[config.mk]
export PLATFORM = sky130hd
export DESIGN_NAME = ysyx_24100029_axi_arbiter_flat
export DESIGN_NICKNAME = d
export VERILOG_FILES = /design/src/rtl/ysyx_24100029_axi_pkg.sv /design/src/rtl/ysyx_24100029_axi4_if.sv /design/src/rtl/ysyx_24100029_rr_arb2.sv /design/src/rtl/ysyx_24100029_axi_arbiter.sv /design/src/flat_wrapper.sv
export SDC_FILE = /design/constraint.sdc
export NUM_CORES = 1
export LEC_CHECK = 0
export ABC_CLOCK_PERIOD_IN_PS = 2500
export CAP_MARGIN = 20
export CELL_PAD_IN_SITES_DETAIL_PLACEMENT = 0
export CELL_PAD_IN_SITES_GLOBAL_PLACEMENT = 1
export CORE_AREA = 2 2 222 224
export DETAILED_ROUTE_END_ITERATION = 16
export DIE_AREA = 0 0 224 226
export PLACE_DENSITY_LB_ADDON = 0.15
export SLEW_MARGIN = 20
export SYNTH_ARGS = -nofsm -noshare
export SYNTH_HDL_FRONTEND = slang
export SYNTH_HIERARCHICAL = 1
export SYNTH_SLANG_ARGS = --single-unit
export TNS_END_PERCENT = 10
[constraint.sdc]
create_clock -name clock -period 2.5 [get_ports clock]
set_clock_uncertainty 0.05 [all_clocks]
set_input_delay 0.5 -clock clock [delete_from_list [all_inputs] [get_ports clock]]
set_output_delay 0.5 -clock clock [all_outputs]
set_load 0.05 [all_outputs]
[src/rtl/ysyx_24100029_axi_pkg.sv]
// Shared types for the AXI4 port arbiter: FSM states, owner codes,
// bus widths and the slave-to-master return bundle.
package ysyx_24100029_axi_pkg;

  localparam int AW  = 32;
  localparam int DW  = 32;
  localparam int IDW = 4;

  typedef enum logic [2:0] {
    IDLE,
    RD_ADDR,
    RD_DATA,
    WR_ADDR,
    WR_RESP
  } arb_state_e;

  localparam logic OWNER_IFU = 1'b0;
  localparam logic OWNER_LSU = 1'b1;

  typedef struct packed {
    logic           arready;
    logic           awready;
    logic           wready;
    logic           rvalid;
    logic [DW-1:0]  rdata;
    logic [1:0]     rresp;
    logic           rlast;
    logic [IDW-1:0] rid;
    logic           bvalid;
    logic [1:0]     bresp;
    logic [IDW-1:0] bid;
  } slv_ret_t;

endpackage

[src/rtl/ysyx_24100029_axi4_if.sv]
// AXI4 bundle (AR, AW, W, R, B). master drives requests,
// slave drives ready/response signals.
interface axi4_if;
  import ysyx_24100029_axi_pkg::*;

  logic           arvalid;
  logic           arready;
  logic [AW-1:0]  araddr;
  logic [IDW-1:0] arid;
  logic [7:0]     arlen;
  logic [2:0]     arsize;
  logic [1:0]     arburst;

  logic           awvalid;
  logic           awready;
  logic [AW-1:0]  awaddr;
  logic [IDW-1:0] awid;
  logic [7:0]     awlen;
  logic [2:0]     awsize;
  logic [1:0]     awburst;

  logic           wvalid;
  logic           wready;
  logic [DW-1:0]  wdata;
  logic [DW/8-1:0] wstrb;
  logic           wlast;

  logic           rvalid;
  logic           rready;
  logic [DW-1:0]  rdata;
  logic [1:0]     rresp;
  logic           rlast;
  logic [IDW-1:0] rid;

  logic           bvalid;
  logic           bready;
  logic [1:0]     bresp;
  logic [IDW-1:0] bid;

  modport master (
    output arvalid, araddr, arid, arlen, arsize, arburst,
    input  arready,
    output awvalid, awaddr, awid, awlen, awsize, awburst,
    input  awready,
    output wvalid, wdata, wstrb, wlast,
    input  wready,
    input  rvalid, rdata, rresp, rlast, rid,
    output rready,
    input  bvalid, bresp, bid,
    output bready
  );

  modport slave (
    input  arvalid, araddr, arid, arlen, arsize, arburst,
    output arready,
    input  awvalid, awaddr, awid, awlen, awsize, awburst,
    output awready,
    input  wvalid, wdata, wstrb, wlast,
    output wready,
    output rvalid, rdata, rresp, rlast, rid,
    input  rready,
    output bvalid, bresp, bid,
    input  bready
  );

endinterface

[src/rtl/ysyx_24100029_rr_arb2.sv]
// Two-way grant: sole requester wins; on a tie the master not granted
// last wins, or M1 always wins when fixed is set. Ports: req, last, fixed -> gnt.
module ysyx_24100029_rr_arb2 (
  input  logic [1:0] req,
  input  logic       last,
  input  logic       fixed,
  output logic [1:0] gnt
);

  always_comb begin
    gnt = req;
    if (&req) gnt = (fixed | ~last) ? 2'b10 : 2'b01;
  end

endmodule

[src/rtl/ysyx_24100029_axi_arbiter.sv]
// Shares one AXI4 port between icache (m0_axi) and LSU (m1_axi), one
// transaction at a time. Ports: clock, reset, m0/m1/out_axi, busy, owner.
module ysyx_24100029_axi_arbiter
  import ysyx_24100029_axi_pkg::*;
#(
  parameter bit FIXED_PRIO  = 1'b0,
  parameter bit M1_WR_FIRST = 1'b1
) (
  input  logic    clock,
  input  logic    reset,
  axi4_if.slave   m0_axi,
  axi4_if.slave   m1_axi,
  axi4_if.master  out_axi,
  output logic    busy,
  output logic    owner
);

  arb_state_e state_q, state_d;
  logic       owner_q, owner_d;
  logic       last_q, last_d;
  logic       aw_done_q, aw_done_d;
  logic       w_done_q, w_done_d;

  logic [1:0] req, gnt;
  logic       sel_ar, sel_aw, take_wr;
  logic       ar_fire, aw_fire, w_fire;
  logic       r_end, b_fire;
  slv_ret_t   ret;

  assign req[0] = m0_axi.arvalid | m0_axi.awvalid;
  assign req[1] = m1_axi.arvalid | m1_axi.awvalid;

  ysyx_24100029_rr_arb2 u_arb (
    .req   (req),
    .last  (last_q),
    .fixed (FIXED_PRIO),
    .gnt   (gnt)
  );

  assign sel_ar  = gnt[1] ? m1_axi.arvalid : m0_axi.arvalid;
  assign sel_aw  = gnt[1] ? m1_axi.awvalid : m0_axi.awvalid;
  assign take_wr = sel_aw & (~sel_ar | M1_WR_FIRST);

  assign ar_fire = out_axi.arvalid & out_axi.arready;
  assign aw_fire = out_axi.awvalid & out_axi.awready;
  assign w_fire  = out_axi.wvalid & out_axi.wready
                 & out_axi.wlast;
  assign r_end   = out_axi.rvalid & out_axi.rready
                 & out_axi.rlast;
  assign b_fire  = out_axi.bvalid & out_axi.bready;

  always_comb begin
    state_d   = state_q;
    owner_d   = owner_q;
    last_d    = last_q;
    aw_done_d = aw_done_q | aw_fire;
    w_done_d  = w_done_q | w_fire;
    unique case (state_q)
      IDLE: begin
        if (|req) begin
          owner_d = gnt[1];
          last_d  = gnt[1];
          state_d = take_wr ? WR_ADDR : RD_ADDR;
        end
      end
      RD_ADDR: if (ar_fire) state_d = RD_DATA;
      RD_DATA: if (r_end) state_d = IDLE;
      WR_ADDR: begin
        if (aw_done_d && w_done_d) state_d = WR_RESP;
      end
      WR_RESP: begin
        if (b_fire) begin
          state_d   = IDLE;
          aw_done_d = 1'b0;
          w_done_d  = 1'b0;
        end
      end
      default: state_d = IDLE;
    endcase
  end

  always_ff @(posedge clock) begin
    if (reset) begin
      state_q   <= IDLE;
      owner_q   <= OWNER_IFU;
      last_q    <= OWNER_IFU;
      aw_done_q <= 1'b0;
      w_done_q  <= 1'b0;
    end else begin
      state_q   <= state_d;
      owner_q   <= owner_d;
      last_q    <= last_d;
      aw_done_q <= aw_done_d;
      w_done_q  <= w_done_d;
    end
  end

  // Reset gates the muxes so the slave side goes quiet immediately.
  always_comb begin
    out_axi.arvalid = 1'b0;
    out_axi.araddr  = '0;
    out_axi.arid    = '0;
    out_axi.arlen   = '0;
    out_axi.arsize  = '0;
    out_axi.arburst = '0;
    out_axi.awvalid = 1'b0;
    out_axi.awaddr  = '0;
    out_axi.awid    = '0;
    out_axi.awlen   = '0;
    out_axi.awsize  = '0;
    out_axi.awburst = '0;
    out_axi.wvalid  = 1'b0;
    out_axi.wdata   = '0;
    out_axi.wstrb   = '0;
    out_axi.wlast   = 1'b0;
    out_axi.rready  = 1'b0;
    out_axi.bready  = 1'b0;
    ret             = '0;
    if (!reset) begin
      unique case (state_q)
        RD_ADDR: begin
          out_axi.arvalid = owner_q ? m1_axi.arvalid : m0_axi.arvalid;
          out_axi.araddr  = owner_q ? m1_axi.araddr  : m0_axi.araddr;
          out_axi.arid    = owner_q ? m1_axi.arid    : m0_axi.arid;
          out_axi.arlen   = owner_q ? m1_axi.arlen   : m0_axi.arlen;
          out_axi.arsize  = owner_q ? m1_axi.arsize  : m0_axi.arsize;
          out_axi.arburst = owner_q ? m1_axi.arburst : m0_axi.arburst;
          ret.arready     = out_axi.arready;
        end
        RD_DATA: begin
          out_axi.rready = owner_q ? m1_axi.rready : m0_axi.rready;
          ret.rvalid     = out_axi.rvalid;
          ret.rdata      = out_axi.rdata;
          ret.rresp      = out_axi.rresp;
          ret.rlast      = out_axi.rlast;
          ret.rid        = out_axi.rid;
        end
        WR_ADDR: begin
          out_axi.awvalid = ~aw_done_q
                          & (owner_q ? m1_axi.awvalid : m0_axi.awvalid);
          out_axi.awaddr  = owner_q ? m1_axi.awaddr  : m0_axi.awaddr;
          out_axi.awid    = owner_q ? m1_axi.awid    : m0_axi.awid;
          out_axi.awlen   = owner_q ? m1_axi.awlen   : m0_axi.awlen;
          out_axi.awsize  = owner_q ? m1_axi.awsize  : m0_axi.awsize;
          out_axi.awburst = owner_q ? m1_axi.awburst : m0_axi.awburst;
          out_axi.wvalid  = ~w_done_q
                          & (owner_q ? m1_axi.wvalid : m0_axi.wvalid);
          out_axi.wdata   = owner_q ? m1_axi.wdata : m0_axi.wdata;
          out_axi.wstrb   = owner_q ? m1_axi.wstrb : m0_axi.wstrb;
          out_axi.wlast   = owner_q ? m1_axi.wlast : m0_axi.wlast;
          ret.awready     = out_axi.awready & ~aw_done_q;
          ret.wready      = out_axi.wready & ~w_done_q;
        end
        WR_RESP: begin
          out_axi.bready = owner_q ? m1_axi.bready : m0_axi.bready;
          ret.bvalid     = out_axi.bvalid;
          ret.bresp      = out_axi.bresp;
          ret.bid        = out_axi.bid;
        end
        default: ;
      endcase
    end
  end

  assign m0_axi.arready = ~owner_q & ret.arready;
  assign m0_axi.awready = ~owner_q & ret.awready;
  assign m0_axi.wready  = ~owner_q & ret.wready;
  assign m0_axi.rvalid  = ~owner_q & ret.rvalid;
  assign m0_axi.rdata   = owner_q ? '0 : ret.rdata;
  assign m0_axi.rresp   = owner_q ? '0 : ret.rresp;
  assign m0_axi.rlast   = ~owner_q & ret.rlast;
  assign m0_axi.rid     = owner_q ? '0 : ret.rid;
  assign m0_axi.bvalid  = ~owner_q & ret.bvalid;
  assign m0_axi.bresp   = owner_q ? '0 : ret.bresp;
  assign m0_axi.bid     = owner_q ? '0 : ret.bid;

  assign m1_axi.arready = owner_q & ret.arready;
  assign m1_axi.awready = owner_q & ret.awready;
  assign m1_axi.wready  = owner_q & ret.wready;
  assign m1_axi.rvalid  = owner_q & ret.rvalid;
  assign m1_axi.rdata   = owner_q ? ret.rdata : '0;
  assign m1_axi.rresp   = owner_q ? ret.rresp : '0;
  assign m1_axi.rlast   = owner_q & ret.rlast;
  assign m1_axi.rid     = owner_q ? ret.rid : '0;
  assign m1_axi.bvalid  = owner_q & ret.bvalid;
  assign m1_axi.bresp   = owner_q ? ret.bresp : '0;
  assign m1_axi.bid     = owner_q ? ret.bid : '0;

  assign busy  = (state_q != IDLE);
  assign owner = owner_q;

`ifdef Performance_Count
  logic [31:0] m0_wait, m1_wait;

  always_ff @(posedge clock) begin
    if (reset) begin
      m0_wait <= '0;
      m1_wait <= '0;
    end else begin
      if (req[0] && !(busy && owner_q == OWNER_IFU))
        m0_wait <= m0_wait + 32'd1;
      if (req[1] && !(busy && owner_q == OWNER_LSU))
        m1_wait <= m1_wait + 32'd1;
    end
  end
`endif

endmodule

[src/flat_wrapper.sv]
// flat-port wrapper written by rule: the top's interface ports become plain ports
module ysyx_24100029_axi_arbiter_flat import ysyx_24100029_axi_pkg::*;
#(
  parameter bit FIXED_PRIO  = 1'b0,
  parameter bit M1_WR_FIRST = 1'b1
)
  (clock, reset, busy, owner, m0_axi_arvalid, m0_axi_araddr, m0_axi_arid, m0_axi_arlen, m0_axi_arsize, m0_axi_arburst, m0_axi_arready, m0_axi_awvalid, m0_axi_awaddr, m0_axi_awid, m0_axi_awlen, m0_axi_awsize, m0_axi_awburst, m0_axi_awready, m0_axi_wvalid, m0_axi_wdata, m0_axi_wstrb, m0_axi_wlast, m0_axi_wready, m0_axi_rvalid, m0_axi_rdata, m0_axi_rresp, m0_axi_rlast, m0_axi_rid, m0_axi_rready, m0_axi_bvalid, m0_axi_bresp, m0_axi_bid, m0_axi_bready, m1_axi_arvalid, m1_axi_araddr, m1_axi_arid, m1_axi_arlen, m1_axi_arsize, m1_axi_arburst, m1_axi_arready, m1_axi_awvalid, m1_axi_awaddr, m1_axi_awid, m1_axi_awlen, m1_axi_awsize, m1_axi_awburst, m1_axi_awready, m1_axi_wvalid, m1_axi_wdata, m1_axi_wstrb, m1_axi_wlast, m1_axi_wready, m1_axi_rvalid, m1_axi_rdata, m1_axi_rresp, m1_axi_rlast, m1_axi_rid, m1_axi_rready, m1_axi_bvalid, m1_axi_bresp, m1_axi_bid, m1_axi_bready, out_axi_arvalid, out_axi_araddr, out_axi_arid, out_axi_arlen, out_axi_arsize, out_axi_arburst, out_axi_arready, out_axi_awvalid, out_axi_awaddr, out_axi_awid, out_axi_awlen, out_axi_awsize, out_axi_awburst, out_axi_awready, out_axi_wvalid, out_axi_wdata, out_axi_wstrb, out_axi_wlast, out_axi_wready, out_axi_rvalid, out_axi_rdata, out_axi_rresp, out_axi_rlast, out_axi_rid, out_axi_rready, out_axi_bvalid, out_axi_bresp, out_axi_bid, out_axi_bready);
  axi4_if m0_axi_i ();
  axi4_if m1_axi_i ();
  axi4_if out_axi_i ();
  input  logic clock;
  input  logic reset;
  output logic busy;
  output logic owner;
  input wire logic [$bits(m0_axi_i.arvalid)-1:0] m0_axi_arvalid;
  input wire logic [$bits(m0_axi_i.araddr)-1:0] m0_axi_araddr;
  input wire logic [$bits(m0_axi_i.arid)-1:0] m0_axi_arid;
  input wire logic [$bits(m0_axi_i.arlen)-1:0] m0_axi_arlen;
  input wire logic [$bits(m0_axi_i.arsize)-1:0] m0_axi_arsize;
  input wire logic [$bits(m0_axi_i.arburst)-1:0] m0_axi_arburst;
  output wire logic [$bits(m0_axi_i.arready)-1:0] m0_axi_arready;
  input wire logic [$bits(m0_axi_i.awvalid)-1:0] m0_axi_awvalid;
  input wire logic [$bits(m0_axi_i.awaddr)-1:0] m0_axi_awaddr;
  input wire logic [$bits(m0_axi_i.awid)-1:0] m0_axi_awid;
  input wire logic [$bits(m0_axi_i.awlen)-1:0] m0_axi_awlen;
  input wire logic [$bits(m0_axi_i.awsize)-1:0] m0_axi_awsize;
  input wire logic [$bits(m0_axi_i.awburst)-1:0] m0_axi_awburst;
  output wire logic [$bits(m0_axi_i.awready)-1:0] m0_axi_awready;
  input wire logic [$bits(m0_axi_i.wvalid)-1:0] m0_axi_wvalid;
  input wire logic [$bits(m0_axi_i.wdata)-1:0] m0_axi_wdata;
  input wire logic [$bits(m0_axi_i.wstrb)-1:0] m0_axi_wstrb;
  input wire logic [$bits(m0_axi_i.wlast)-1:0] m0_axi_wlast;
  output wire logic [$bits(m0_axi_i.wready)-1:0] m0_axi_wready;
  output wire logic [$bits(m0_axi_i.rvalid)-1:0] m0_axi_rvalid;
  output wire logic [$bits(m0_axi_i.rdata)-1:0] m0_axi_rdata;
  output wire logic [$bits(m0_axi_i.rresp)-1:0] m0_axi_rresp;
  output wire logic [$bits(m0_axi_i.rlast)-1:0] m0_axi_rlast;
  output wire logic [$bits(m0_axi_i.rid)-1:0] m0_axi_rid;
  input wire logic [$bits(m0_axi_i.rready)-1:0] m0_axi_rready;
  output wire logic [$bits(m0_axi_i.bvalid)-1:0] m0_axi_bvalid;
  output wire logic [$bits(m0_axi_i.bresp)-1:0] m0_axi_bresp;
  output wire logic [$bits(m0_axi_i.bid)-1:0] m0_axi_bid;
  input wire logic [$bits(m0_axi_i.bready)-1:0] m0_axi_bready;
  input wire logic [$bits(m1_axi_i.arvalid)-1:0] m1_axi_arvalid;
  input wire logic [$bits(m1_axi_i.araddr)-1:0] m1_axi_araddr;
  input wire logic [$bits(m1_axi_i.arid)-1:0] m1_axi_arid;
  input wire logic [$bits(m1_axi_i.arlen)-1:0] m1_axi_arlen;
  input wire logic [$bits(m1_axi_i.arsize)-1:0] m1_axi_arsize;
  input wire logic [$bits(m1_axi_i.arburst)-1:0] m1_axi_arburst;
  output wire logic [$bits(m1_axi_i.arready)-1:0] m1_axi_arready;
  input wire logic [$bits(m1_axi_i.awvalid)-1:0] m1_axi_awvalid;
  input wire logic [$bits(m1_axi_i.awaddr)-1:0] m1_axi_awaddr;
  input wire logic [$bits(m1_axi_i.awid)-1:0] m1_axi_awid;
  input wire logic [$bits(m1_axi_i.awlen)-1:0] m1_axi_awlen;
  input wire logic [$bits(m1_axi_i.awsize)-1:0] m1_axi_awsize;
  input wire logic [$bits(m1_axi_i.awburst)-1:0] m1_axi_awburst;
  output wire logic [$bits(m1_axi_i.awready)-1:0] m1_axi_awready;
  input wire logic [$bits(m1_axi_i.wvalid)-1:0] m1_axi_wvalid;
  input wire logic [$bits(m1_axi_i.wdata)-1:0] m1_axi_wdata;
  input wire logic [$bits(m1_axi_i.wstrb)-1:0] m1_axi_wstrb;
  input wire logic [$bits(m1_axi_i.wlast)-1:0] m1_axi_wlast;
  output wire logic [$bits(m1_axi_i.wready)-1:0] m1_axi_wready;
  output wire logic [$bits(m1_axi_i.rvalid)-1:0] m1_axi_rvalid;
  output wire logic [$bits(m1_axi_i.rdata)-1:0] m1_axi_rdata;
  output wire logic [$bits(m1_axi_i.rresp)-1:0] m1_axi_rresp;
  output wire logic [$bits(m1_axi_i.rlast)-1:0] m1_axi_rlast;
  output wire logic [$bits(m1_axi_i.rid)-1:0] m1_axi_rid;
  input wire logic [$bits(m1_axi_i.rready)-1:0] m1_axi_rready;
  output wire logic [$bits(m1_axi_i.bvalid)-1:0] m1_axi_bvalid;
  output wire logic [$bits(m1_axi_i.bresp)-1:0] m1_axi_bresp;
  output wire logic [$bits(m1_axi_i.bid)-1:0] m1_axi_bid;
  input wire logic [$bits(m1_axi_i.bready)-1:0] m1_axi_bready;
  output wire logic [$bits(out_axi_i.arvalid)-1:0] out_axi_arvalid;
  output wire logic [$bits(out_axi_i.araddr)-1:0] out_axi_araddr;
  output wire logic [$bits(out_axi_i.arid)-1:0] out_axi_arid;
  output wire logic [$bits(out_axi_i.arlen)-1:0] out_axi_arlen;
  output wire logic [$bits(out_axi_i.arsize)-1:0] out_axi_arsize;
  output wire logic [$bits(out_axi_i.arburst)-1:0] out_axi_arburst;
  input wire logic [$bits(out_axi_i.arready)-1:0] out_axi_arready;
  output wire logic [$bits(out_axi_i.awvalid)-1:0] out_axi_awvalid;
  output wire logic [$bits(out_axi_i.awaddr)-1:0] out_axi_awaddr;
  output wire logic [$bits(out_axi_i.awid)-1:0] out_axi_awid;
  output wire logic [$bits(out_axi_i.awlen)-1:0] out_axi_awlen;
  output wire logic [$bits(out_axi_i.awsize)-1:0] out_axi_awsize;
  output wire logic [$bits(out_axi_i.awburst)-1:0] out_axi_awburst;
  input wire logic [$bits(out_axi_i.awready)-1:0] out_axi_awready;
  output wire logic [$bits(out_axi_i.wvalid)-1:0] out_axi_wvalid;
  output wire logic [$bits(out_axi_i.wdata)-1:0] out_axi_wdata;
  output wire logic [$bits(out_axi_i.wstrb)-1:0] out_axi_wstrb;
  output wire logic [$bits(out_axi_i.wlast)-1:0] out_axi_wlast;
  input wire logic [$bits(out_axi_i.wready)-1:0] out_axi_wready;
  input wire logic [$bits(out_axi_i.rvalid)-1:0] out_axi_rvalid;
  input wire logic [$bits(out_axi_i.rdata)-1:0] out_axi_rdata;
  input wire logic [$bits(out_axi_i.rresp)-1:0] out_axi_rresp;
  input wire logic [$bits(out_axi_i.rlast)-1:0] out_axi_rlast;
  input wire logic [$bits(out_axi_i.rid)-1:0] out_axi_rid;
  output wire logic [$bits(out_axi_i.rready)-1:0] out_axi_rready;
  input wire logic [$bits(out_axi_i.bvalid)-1:0] out_axi_bvalid;
  input wire logic [$bits(out_axi_i.bresp)-1:0] out_axi_bresp;
  input wire logic [$bits(out_axi_i.bid)-1:0] out_axi_bid;
  output wire logic [$bits(out_axi_i.bready)-1:0] out_axi_bready;
  assign m0_axi_i.arvalid = m0_axi_arvalid;
  assign m0_axi_i.araddr = m0_axi_araddr;
  assign m0_axi_i.arid = m0_axi_arid;
  assign m0_axi_i.arlen = m0_axi_arlen;
  assign m0_axi_i.arsize = m0_axi_arsize;
  assign m0_axi_i.arburst = m0_axi_arburst;
  assign m0_axi_arready = m0_axi_i.arready;
  assign m0_axi_i.awvalid = m0_axi_awvalid;
  assign m0_axi_i.awaddr = m0_axi_awaddr;
  assign m0_axi_i.awid = m0_axi_awid;
  assign m0_axi_i.awlen = m0_axi_awlen;
  assign m0_axi_i.awsize = m0_axi_awsize;
  assign m0_axi_i.awburst = m0_axi_awburst;
  assign m0_axi_awready = m0_axi_i.awready;
  assign m0_axi_i.wvalid = m0_axi_wvalid;
  assign m0_axi_i.wdata = m0_axi_wdata;
  assign m0_axi_i.wstrb = m0_axi_wstrb;
  assign m0_axi_i.wlast = m0_axi_wlast;
  assign m0_axi_wready = m0_axi_i.wready;
  assign m0_axi_rvalid = m0_axi_i.rvalid;
  assign m0_axi_rdata = m0_axi_i.rdata;
  assign m0_axi_rresp = m0_axi_i.rresp;
  assign m0_axi_rlast = m0_axi_i.rlast;
  assign m0_axi_rid = m0_axi_i.rid;
  assign m0_axi_i.rready = m0_axi_rready;
  assign m0_axi_bvalid = m0_axi_i.bvalid;
  assign m0_axi_bresp = m0_axi_i.bresp;
  assign m0_axi_bid = m0_axi_i.bid;
  assign m0_axi_i.bready = m0_axi_bready;
  assign m1_axi_i.arvalid = m1_axi_arvalid;
  assign m1_axi_i.araddr = m1_axi_araddr;
  assign m1_axi_i.arid = m1_axi_arid;
  assign m1_axi_i.arlen = m1_axi_arlen;
  assign m1_axi_i.arsize = m1_axi_arsize;
  assign m1_axi_i.arburst = m1_axi_arburst;
  assign m1_axi_arready = m1_axi_i.arready;
  assign m1_axi_i.awvalid = m1_axi_awvalid;
  assign m1_axi_i.awaddr = m1_axi_awaddr;
  assign m1_axi_i.awid = m1_axi_awid;
  assign m1_axi_i.awlen = m1_axi_awlen;
  assign m1_axi_i.awsize = m1_axi_awsize;
  assign m1_axi_i.awburst = m1_axi_awburst;
  assign m1_axi_awready = m1_axi_i.awready;
  assign m1_axi_i.wvalid = m1_axi_wvalid;
  assign m1_axi_i.wdata = m1_axi_wdata;
  assign m1_axi_i.wstrb = m1_axi_wstrb;
  assign m1_axi_i.wlast = m1_axi_wlast;
  assign m1_axi_wready = m1_axi_i.wready;
  assign m1_axi_rvalid = m1_axi_i.rvalid;
  assign m1_axi_rdata = m1_axi_i.rdata;
  assign m1_axi_rresp = m1_axi_i.rresp;
  assign m1_axi_rlast = m1_axi_i.rlast;
  assign m1_axi_rid = m1_axi_i.rid;
  assign m1_axi_i.rready = m1_axi_rready;
  assign m1_axi_bvalid = m1_axi_i.bvalid;
  assign m1_axi_bresp = m1_axi_i.bresp;
  assign m1_axi_bid = m1_axi_i.bid;
  assign m1_axi_i.bready = m1_axi_bready;
  assign out_axi_arvalid = out_axi_i.arvalid;
  assign out_axi_araddr = out_axi_i.araddr;
  assign out_axi_arid = out_axi_i.arid;
  assign out_axi_arlen = out_axi_i.arlen;
  assign out_axi_arsize = out_axi_i.arsize;
  assign out_axi_arburst = out_axi_i.arburst;
  assign out_axi_i.arready = out_axi_arready;
  assign out_axi_awvalid = out_axi_i.awvalid;
  assign out_axi_awaddr = out_axi_i.awaddr;
  assign out_axi_awid = out_axi_i.awid;
  assign out_axi_awlen = out_axi_i.awlen;
  assign out_axi_awsize = out_axi_i.awsize;
  assign out_axi_awburst = out_axi_i.awburst;
  assign out_axi_i.awready = out_axi_awready;
  assign out_axi_wvalid = out_axi_i.wvalid;
  assign out_axi_wdata = out_axi_i.wdata;
  assign out_axi_wstrb = out_axi_i.wstrb;
  assign out_axi_wlast = out_axi_i.wlast;
  assign out_axi_i.wready = out_axi_wready;
  assign out_axi_i.rvalid = out_axi_rvalid;
  assign out_axi_i.rdata = out_axi_rdata;
  assign out_axi_i.rresp = out_axi_rresp;
  assign out_axi_i.rlast = out_axi_rlast;
  assign out_axi_i.rid = out_axi_rid;
  assign out_axi_rready = out_axi_i.rready;
  assign out_axi_i.bvalid = out_axi_bvalid;
  assign out_axi_i.bresp = out_axi_bresp;
  assign out_axi_i.bid = out_axi_bid;
  assign out_axi_bready = out_axi_i.bready;
  ysyx_24100029_axi_arbiter #(.FIXED_PRIO(FIXED_PRIO), .M1_WR_FIRST(M1_WR_FIRST)) u_core (.clock(clock), .reset(reset), .m0_axi(m0_axi_i), .m1_axi(m1_axi_i), .out_axi(out_axi_i), .busy(busy), .owner(owner));
endmodule
==> flow_summary.toml <==
[final_layout]
final_area_mm2 = 0.0126
fin_nets = 1376
drive_above_1_share_pct = 30.4
fillers = 5110
syn_to_final_growth_pct = 287

[logic_synthesis]
syn_avg_cell_area_um2 = 6.77
syn-num-nets = 811
syn_area_mm2 = 0.00324
postSynthCellCount = 479
yosysWarningCount = 6

[floorplan]
pin_count = 574
num_rows = 81
die_area_mm2 = 0.0506
die_y_um = 226
die_x_um = 224
coreArea_mm2 = 0.0483
initial_utilization_pct = 6.71

[sta]
rsz0062_at_grt = "true"
worst_hold_slack_ns = 0.557
slew_headroom_pct = 63.2
setup_viol = 0
max_slew.worst_pin.slew_ns = 0.552
finalCritPeriodShare_pct = 95.3
hold_viol_final = 0
fmax_mhz = 420
period_minus_slack_ns = 2.38
finalMaxSlewViolations = 0

[critical_path]
critPathArrivalTime_ns = 1.83
cp_max_fo = 20
crit_path_end_kind = "output pin"
cp-start-kind = "input port"
critPathKind = "input port to output pin"
critPathRequiredTime_ns = 1.95

[clocking]
tritoncts = "built"
clkLatencyLatePin_ns = 0.23
cts_buffers = 3
ctsRootBufferMaster = "clkbuf_16"
cts_sinks = 6
cts.htree.levels = 1
clock_path_buffers = 2
cts.clk_slew.worst_paths_ns = 0.03

[power_and_ir_drop]
leakage_uw = 0.00472
powerDensity_mw_per_mm2 = 247
vdd_drop_max_mv = 0.174

[routing]
drc = 0
vias_per_cell = 3.27
drtPass1Iterations = 4
ant_nets = 0
drt_iter0_drc = 113
num_vias = 5454
wire_per_inst_um = 17.7
drt_wl_total_um = 29500

[placed_design]
gp_congestion = 0.741
dpl.hpwl_um = 25100
placed_area_mm2 = 0.0123
portBuffers = 573

[global_routing]
grt_pass1_wl_um = 40800
grt_max_degree = 49
antenna_found_initial = 2
track_usage_pct = 10.9
overflow = 0
grt_pass1_vias = 5625

[status]
status = "finished clean"

[job]
max_cap_violations = 0

[min_path]
hold_class = "register to register"
## sequential cells by signal, summed over array words and instances, names as in the netlist
signal and cells:
u_core/last_q 1, u_core/aw_done_q 1, u_core/state_q 3, u_core/w_done_q 1
## placed cells by master (no fill, tap or decap), types with 2 or more instances in the layout
cell type,n
and2_1,94
and3_1,2
buf_12,248
buf_4,19
bufbuf_16,4
clkbuf_16,3
clkdlybuf4s50_1,330
dfxtp_1,4
diode_2,2
inv_1,5
mux2i_1,141
nand3_1,2
nand3b_1,3
nor2_1,121
nor2_2,26
nor2_4,3
nor3_1,3
nor3b_1,2
nor4_4,2
or2_2,2
## worst paths after layout
path,from,to,slack (ns),cells after the start
setup / recovery,reset,m1_axi_rdata[4],0.12,7
hold / removal,u_core/w_done_q$_SDFF_PP0_,u_core/w_done_q$_SDFF_PP0_,0.56,2
setup reg to reg,u_core/last_q$_SDFFE_PP0P_,u_core/state_q[1]$_SDFFE_PP0P_,0.50,5
hold reg to reg,u_core/w_done_q$_SDFF_PP0_,u_core/w_done_q$_SDFF_PP0_,0.56,2
## critical path, stage by stage
cell,delay (ns)
dlygate4sd2_1,0.28
nor2_2,0.13
nand2_2,0.10
nor2_4,0.15
bufbuf_16,0.33
and2_1,0.18
buf_12,0.15
## what timing repair did
| action | in CTS | in global routing |
|---|---|---|
| endpoints found under the setup margin | 153 | 34 |
| hold buffers | 0 | 0 |
| cloned | 4 | 0 |
| buffers inserted | 1 | 1 |
| pin swaps | 1 | 1 |
| gates resized for setup | 23 | 1 |
## report_power, final
group	total, uW	internal [uW]	switching (uW)
Sequential	130	108	22.4
Combinational	2690	1410	1290
Clock	272	212	59.5
## routing by layer
layer	track usage [%]	part of all wire, %	vias to the layer above
met5	0	0	-
met4	1.31	1.0	0
met3	2.85	7.3	8
met2	21.5	56	246
met1	11.8	36	2475
li1	-	-	2725
## metrics by stage
step           TNS (ns)  power (uW)  std cells  worst slack (ns)  utilization, %
2_1_floorplan    -16.43        1380        479            -0.158               -
3_3_place_gp      -2.09        2810       1655           -0.0773            25.4
3_5_place_dp      -2.54        2810       1655           -0.0591            25.4
4_1_cts               0        3160       1664            0.0158            25.9
5_1_grt        -0.00320        3260       1665          -0.00176            26.0
6_report              0        3100       1667             0.117            26.0
## final cells by class
cell class,instances,area [um2],share of cell area (%)
repair buffers,602,8550,68.1
well taps,622,778,6.20
clock buffers,4,78.8,0.628
inverters,5,18.8,0.149
multi-input cells,426,3000,23.9
flip-flops and latches,6,125,0.997
diodes,2,5.00,0.0399
No activity file was read; power rests on OpenSTA's default activity.
